<file path="src/rtl/serial_adder_ctrl.sv">
// Bit-serial adder sequencer: one shared full-add cell processes a WIDTH-bit add over WIDTH cycles.
// Optional signed-overflow output enabled by defining SERIAL_ADDER_OVERFLOW_EN.
module serial_adder_ctrl #(
   parameter int unsigned WIDTH = 8
) (
   input  logic             clk,
   input  logic             reset,
   input  logic             start,
   input  logic [WIDTH-1:0] A,
   input  logic [WIDTH-1:0] B,
   input  logic             c_in,
   output logic             busy,
   output logic             done,
   output logic [WIDTH-1:0] sum,
   output logic             c_out
`ifdef SERIAL_ADDER_OVERFLOW_EN
   ,
   output logic             overflow
`endif
);

   localparam int unsigned CNT_W = $clog2(WIDTH) + 1;

   typedef enum logic [1:0] {
      IDLE = 2'd0,
      ADD  = 2'd1,
      DONE = 2'd2
   } state_t;

   state_t           state;
   state_t           state_nxt;
   logic [WIDTH-1:0] a_sr;
   logic [WIDTH-1:0] b_sr;
   logic             carry;
   logic [CNT_W-1:0] cnt;

   logic load_c;
   logic shift_c;
   logic last_c;
   logic ha0_s_c;
   logic ha0_c_c;
   logic fa_s_c;
   logic ha1_c_c;
   logic carry_nxt_c;

   // Shared 1-bit full adder: two half-add stages, carries merged by OR
   always_comb begin
      ha0_s_c     = a_sr[0] ^ b_sr[0];
      ha0_c_c     = a_sr[0] & b_sr[0];
      fa_s_c      = ha0_s_c ^ carry;
      ha1_c_c     = ha0_s_c & carry;
      carry_nxt_c = ha0_c_c | ha1_c_c;
   end

   always_ff @(posedge clk) begin
      if (reset) state <= IDLE;
      else       state <= state_nxt;
   end

   always_comb begin
      state_nxt = state;
      case (state)
         IDLE:    if (start) state_nxt = ADD;
         ADD:     if (cnt == CNT_W'(WIDTH - 1)) state_nxt = DONE;
         DONE:    state_nxt = IDLE;
         default: state_nxt = IDLE;
      endcase
   end

   always_comb begin
      load_c  = 1'b0;
      shift_c = 1'b0;
      last_c  = 1'b0;
      case (state)
         IDLE: load_c = start;
         ADD: begin
            shift_c = 1'b1;
            last_c  = (cnt == CNT_W'(WIDTH - 1));
         end
         default: ;
      endcase
   end

   // Operand/result datapath; sum fills from the MSB end so bit i settles in sum[i]
   always_ff @(posedge clk) begin
      if (reset) begin
         a_sr  <= '0;
         b_sr  <= '0;
         carry <= 1'b0;
         cnt   <= '0;
         sum   <= '0;
         c_out <= 1'b0;
         busy  <= 1'b0;
         done  <= 1'b0;
      end else begin
         done <= last_c;
         if (load_c) begin
            a_sr  <= A;
            b_sr  <= B;
            carry <= c_in;
            cnt   <= '0;
            sum   <= '0;
            c_out <= 1'b0;
            busy  <= 1'b1;
         end else if (shift_c) begin
            a_sr  <= a_sr >> 1;
            b_sr  <= b_sr >> 1;
            carry <= carry_nxt_c;
            sum   <= {fa_s_c, sum[WIDTH-1:1]};
            if (last_c) begin
               cnt   <= '0;
               c_out <= carry_nxt_c;
               busy  <= 1'b0;
            end else begin
               cnt <= cnt + CNT_W'(1);
            end
         end
      end
   end

`ifdef SERIAL_ADDER_OVERFLOW_EN
   // Signed overflow: carry into the MSB differs from carry out of it
   always_ff @(posedge clk) begin
      if (reset)       overflow <= 1'b0;
      else if (load_c) overflow <= 1'b0;
      else if (last_c) overflow <= carry ^ carry_nxt_c;
   end
`endif

endmodule

</file>
<file path="config.mk">
export PLATFORM = sky130hd
export DESIGN_NAME = serial_adder_ctrl
export DESIGN_NICKNAME = d
export VERILOG_FILES = /design/src/rtl/serial_adder_ctrl.sv
export SDC_FILE = /design/constraint.sdc
export NUM_CORES = 1
export LEC_CHECK = 0
export CELL_PAD_IN_SITES_DETAIL_PLACEMENT = 0
export CELL_PAD_IN_SITES_GLOBAL_PLACEMENT = 1
export CORE_ASPECT_RATIO = 1.75
export CORE_MARGIN = 5
export CORE_UTILIZATION = 37
export CTS_CLUSTER_SIZE = 28
export DETAILED_ROUTE_END_ITERATION = 12
export PLACE_DENSITY = 0.86
export SETUP_SLACK_MARGIN = 0.02
export SLEW_MARGIN = 10
export SYNTH_ARGS = -nofsm -noshare
export SYNTH_HDL_FRONTEND = slang
export SYNTH_SLANG_ARGS = --single-unit
</file>
<file path="constraint.sdc">
create_clock -name clk -period 1.5 [get_ports clk]
set_input_delay 0.3 -clock clk [delete_from_list [all_inputs] [get_ports clk]]
set_output_delay 0.3 -clock clk [all_outputs]
set_load 0.05 [all_outputs]
</file>
==> flow_summary.rst, run 1 <==
.. list-table::
   :header-rows: 1

   * - Metric
     - Value
   * - RSZ-0062 raised after global routing
     - false
   * - Netlist area before placement
     - 1490 um^2
   * - Clk slew on worst S/H paths
     - 0.07 ns
   * - Final critical-path required period
     - 1.37 ns
   * - Synthesized instance count
     - 167
   * - Part of the total power dissipated in sequential elements
     - 0.486
   * - Total net switching power
     - 539 uW
   * - Post-route standard cell area excluding fillers
     - 2070 um^2
   * - Number of synthesized register bits
     - 34
   * - Max Clock Skew
     - 0.00510 ns
   * - Clock group share of total power
     - 0.353
   * - Synth area leader
     - dfxtp_1
   * - Number of different library cells in the post-synthesis netlist
     - 30
   * - Cell types occupying the most area after synthesis
     - dfxtp_1 46%, a21oi_1 9.1%, nand2_1 8.1%
   * - Transition at the pin with the smallest max-transition slack
     - 0.287 ns
   * - Internal power contribution
     - 1.48 mW
   * - Final core utilization
     - 0.529
   * - Clock latency on the worst-skew pair
     - 0.29 ns
   * - Via-per-instance ratio
     - 5.11
   * - Initial DRT Pass Iterations
     - 3
   * - Cell with the most instances after synthesis
     - dfxtp_1
   * - Clock root buffer
     - clkbuf_8
   * - Type of the most critical hold path
     - flop to flop
   * - Global route overflow
     - 0
   * - Maximum frequency from static timing analysis
     - 731 MHz
   * - Die boundary width
     - 57.9 um
   * - All-Layer GR Usage
     - 0.128
   * - Power per standard cell area
     - 979 nW/um^2
   * - Worst-path fanout max
     - 7
   * - Initial antenna violation count
     - 0
   * - Worst EP arrival
     - 1.55 ns
   * - First-pass GRT wire length
     - 5.39 mm
   * - Clk sink count
     - 34
   * - Setup crit end kind
     - flop
   * - Total I/O pin count
     - 31
   * - DIE AREA
     - 5430 um^2
   * - Synth top area share
     - 0.458
   * - Switching portion of total power
     - 0.267
   * - Count of routing violations after the opening detailed-route iteration
     - 29
   * - Placed Instance Area
     - 1970 um^2
   * - Number of nets at the end of the flow
     - 226
   * - Seq/Total Area, Yosys
     - 0.458
   * - Routed wirelength normalized by instance count
     - 12.4 um
   * - Slew HR
     - 0.809
   * - Die Y
     - 93.8 um
   * - Sum of routed wire length over all layers
     - 3.13 mm
   * - Growth of design area from synthesis to finish
     - 39.1%
   * - Number of buffers inserted by port buffering
     - 30
   * - HPWL after detailed placement
     - 2.37 mm
   * - Number of buffers on the longest clock path
     - 2
   * - Leading cell types by count after synthesis
     - 34 x dfxtp_1, 32 x nand2_1, 27 x a21oi_1
   * - # diodes
     - 0
   * - Max VDD drop
     - 0.783 mV
   * - Fraction of layout instances using a drive strength above 1
     - 0.254
   * - Syn_nets
     - 189
   * - Leakage power
     - 0.728 nW
   * - Post-CTS sizing
     - 0
   * - Commonest register cell after synthesis
     - dfxtp_1
   * - Hold Vio Cnt, Final
     - 0
   * - Critical path data required time
     - 1.68 ns
   * - Max-cap violations
     - 0
   * - Number of H-tree levels
     - 2
   * - Num CTS Buffers
     - 5
   * - Number of enable flip-flop cells after synthesis
     - 0
   * - Via count of the first global-routing pass
     - 1268
   * - Element type at the critical path start
     - primary input
   * - Core Footprint
     - 3900 um^2
   * - Final-layout fill cell count
     - 384
   * - Average footprint of a synthesized cell
     - 8.90 um^2
   * - Proportion of register bits with asynchronous set or reset after synthesis
     - 0
   * - Antenna Violating Nets Remaining
     - 0
   * - CTS tree
     - done
   * - Final Wtd Congestion
     - 0.751
   * - DRC violations left
     - 0
   * - Largest net degree at the start of global routing
     - 20
   * - Critical path class
     - primary input to flop
   * - Power share of the combinational group
     - 0.161
   * - Setup repair bufs after CTS
     - 0
   * - # hold bufs at CTS
     - 0
   * - Placement row count
     - 30
   * - Period utilization
     - 0.912
   * - Initial core utilization
     - 0.381
   * - Setup violations, final
     - 0
   * - Result of the run
     - complete, no violations
   * - Final Max Tran Viols
     - 0
   * - Total number of vias
     - 1294
   * - Yosys warning count
     - 0
path summary, 6_finish.rpt:
kind | startpoint | end | slack, ns | depth (start not counted)
setup / recovery | start | b_sr[5] | 0.13 | 5
setup reg to reg | state[1] | b_sr[2] | 0.16 | 4
hold reg to reg | b_sr[4] | b_sr[3] | 0.46 | 2
hold / removal | b_sr[4] | b_sr[3] | 0.46 | 2
critical path: stages:
cell             delay (ns)
clkdlybuf4s50_1        0.48
or3b_1                 0.41
buf_4                  0.19
nor2_1                 0.11
a211oi_2               0.05
kinds of logic after synthesis:
family | share of synthesized area
AO/OA/AOI/OAI | 0.237
buffers and inverters | 0.0665
adder cells (fa/ha/maj) | 0.0219
flip-flops | 0.458
XOR/XNOR | 0.00589
AND/OR/NAND/NOR | 0.210
state kept, by name, indices dropped and copies added (netlist names):
| signal | cells |
|---|---|
| a_sr | 8 |
| b_sr | 8 |
| sum | 8 |
| cnt | 4 |
| state | 2 |
| busy | 1 |
| c_out | 1 |
| carry | 1 |
| done | 1 |
per-stage QoR:
| step | hold WS, ns | power (mW) | TNS, ns | instances | setup slack, ns |
|---|---|---|---|---|---|
| floorplan | 0.379 | 1.21 | 0 | 167 | 0.224 |
| global placement | 0.448 | 1.33 | -3.35 | 245 | -0.138 |
| detailed placement | 0.456 | 1.34 | -4.68 | 245 | -0.196 |
| global route | 0.483 | 2.12 | 0 | 253 | 0.0559 |
| finish | 0.463 | 2.02 | 0 | 253 | 0.132 |
| CTS | 0.466 | 2.04 | 0 | 253 | 0.114 |
cells in the final DEF (no fill, tap or decap):
master / Yosys / final
dfxtp_1: 34 / 34
nand2_1: 32 / 32
a21oi_1: 27 / 27
clkdlybuf4s50_1: 0 / 19
buf_12: 0 / 12
buf_4: 2 / 11
nor2_1: 10 / 10
a211oi_2: 9 / 9
a211oi_1: 7 / 7
nor2_2: 7 / 7
clkbuf_8: 0 / 6
inv_1: 3 / 3
nand3_1: 3 / 3
o22ai_1: 3 / 3
nand2b_2: 2 / 2
nand3b_1: 2 / 2
nor3_1: 2 / 2
o21ai_0: 2 / 2
nor2b_1: 1 / 1
or3b_1: 1 / 1
or3_1: 1 / 1
a21oi_2: 1 / 1
nor3b_4: 1 / 1
nand2b_1: 1 / 1
o21ba_2: 1 / 1
or4_1: 1 / 1
xor2_1: 1 / 1
o21ai_1: 1 / 1
fa_1: 1 / 1
ha_1: 1 / 1
clkinv_2: 0 / 1
clkinvlp_4: 0 / 1
area by class of cell:
type | instances | area, um^2 | share of cell area
timing repair buffer | 42 | 513 | 0.248
clock buffer | 6 | 82.6 | 0.0400
tap | 48 | 60.1 | 0.0291
sequential | 34 | 681 | 0.329
clock inverter | 2 | 12.5 | 0.00605
inverter | 3 | 11.3 | 0.00545
multi-input combinational | 118 | 707 | 0.342
metal layers:
layer	vias up	part of all wire	GRT usage
met1	617	0.36	0.119
met5	-	0	0
met3	7	0.049	0.0399
met4	0	0.022	0.0638
li1	646	-	-
met2	24	0.57	0.242
power by group through the flow:
stage	clock [mW]	sequential, mW	combinational (mW)
after floorplan	0	1.01	0.197
after global placement	0	1.00	0.325
after detailed placement	0	1.01	0.329
after CTS	0.728	0.985	0.331
after global routing	0.770	0.991	0.357
final	0.714	0.984	0.325
(Power assumes the default switching activity.)
==> inputs of run 2 (changes only) <==
--- a/config.mk
+++ b/config.mk
@@ -5,6 +5,7 @@
 export SDC_FILE = /design/constraint.sdc
 export NUM_CORES = 1
 export LEC_CHECK = 0
+export CAP_MARGIN = 15
 export CELL_PAD_IN_SITES_DETAIL_PLACEMENT = 0
 export CELL_PAD_IN_SITES_GLOBAL_PLACEMENT = 1
 export CORE_ASPECT_RATIO = 1.75
==> results of run 2 <==
Same layout as run 1: the final DEF is identical, and so are final timing and power.
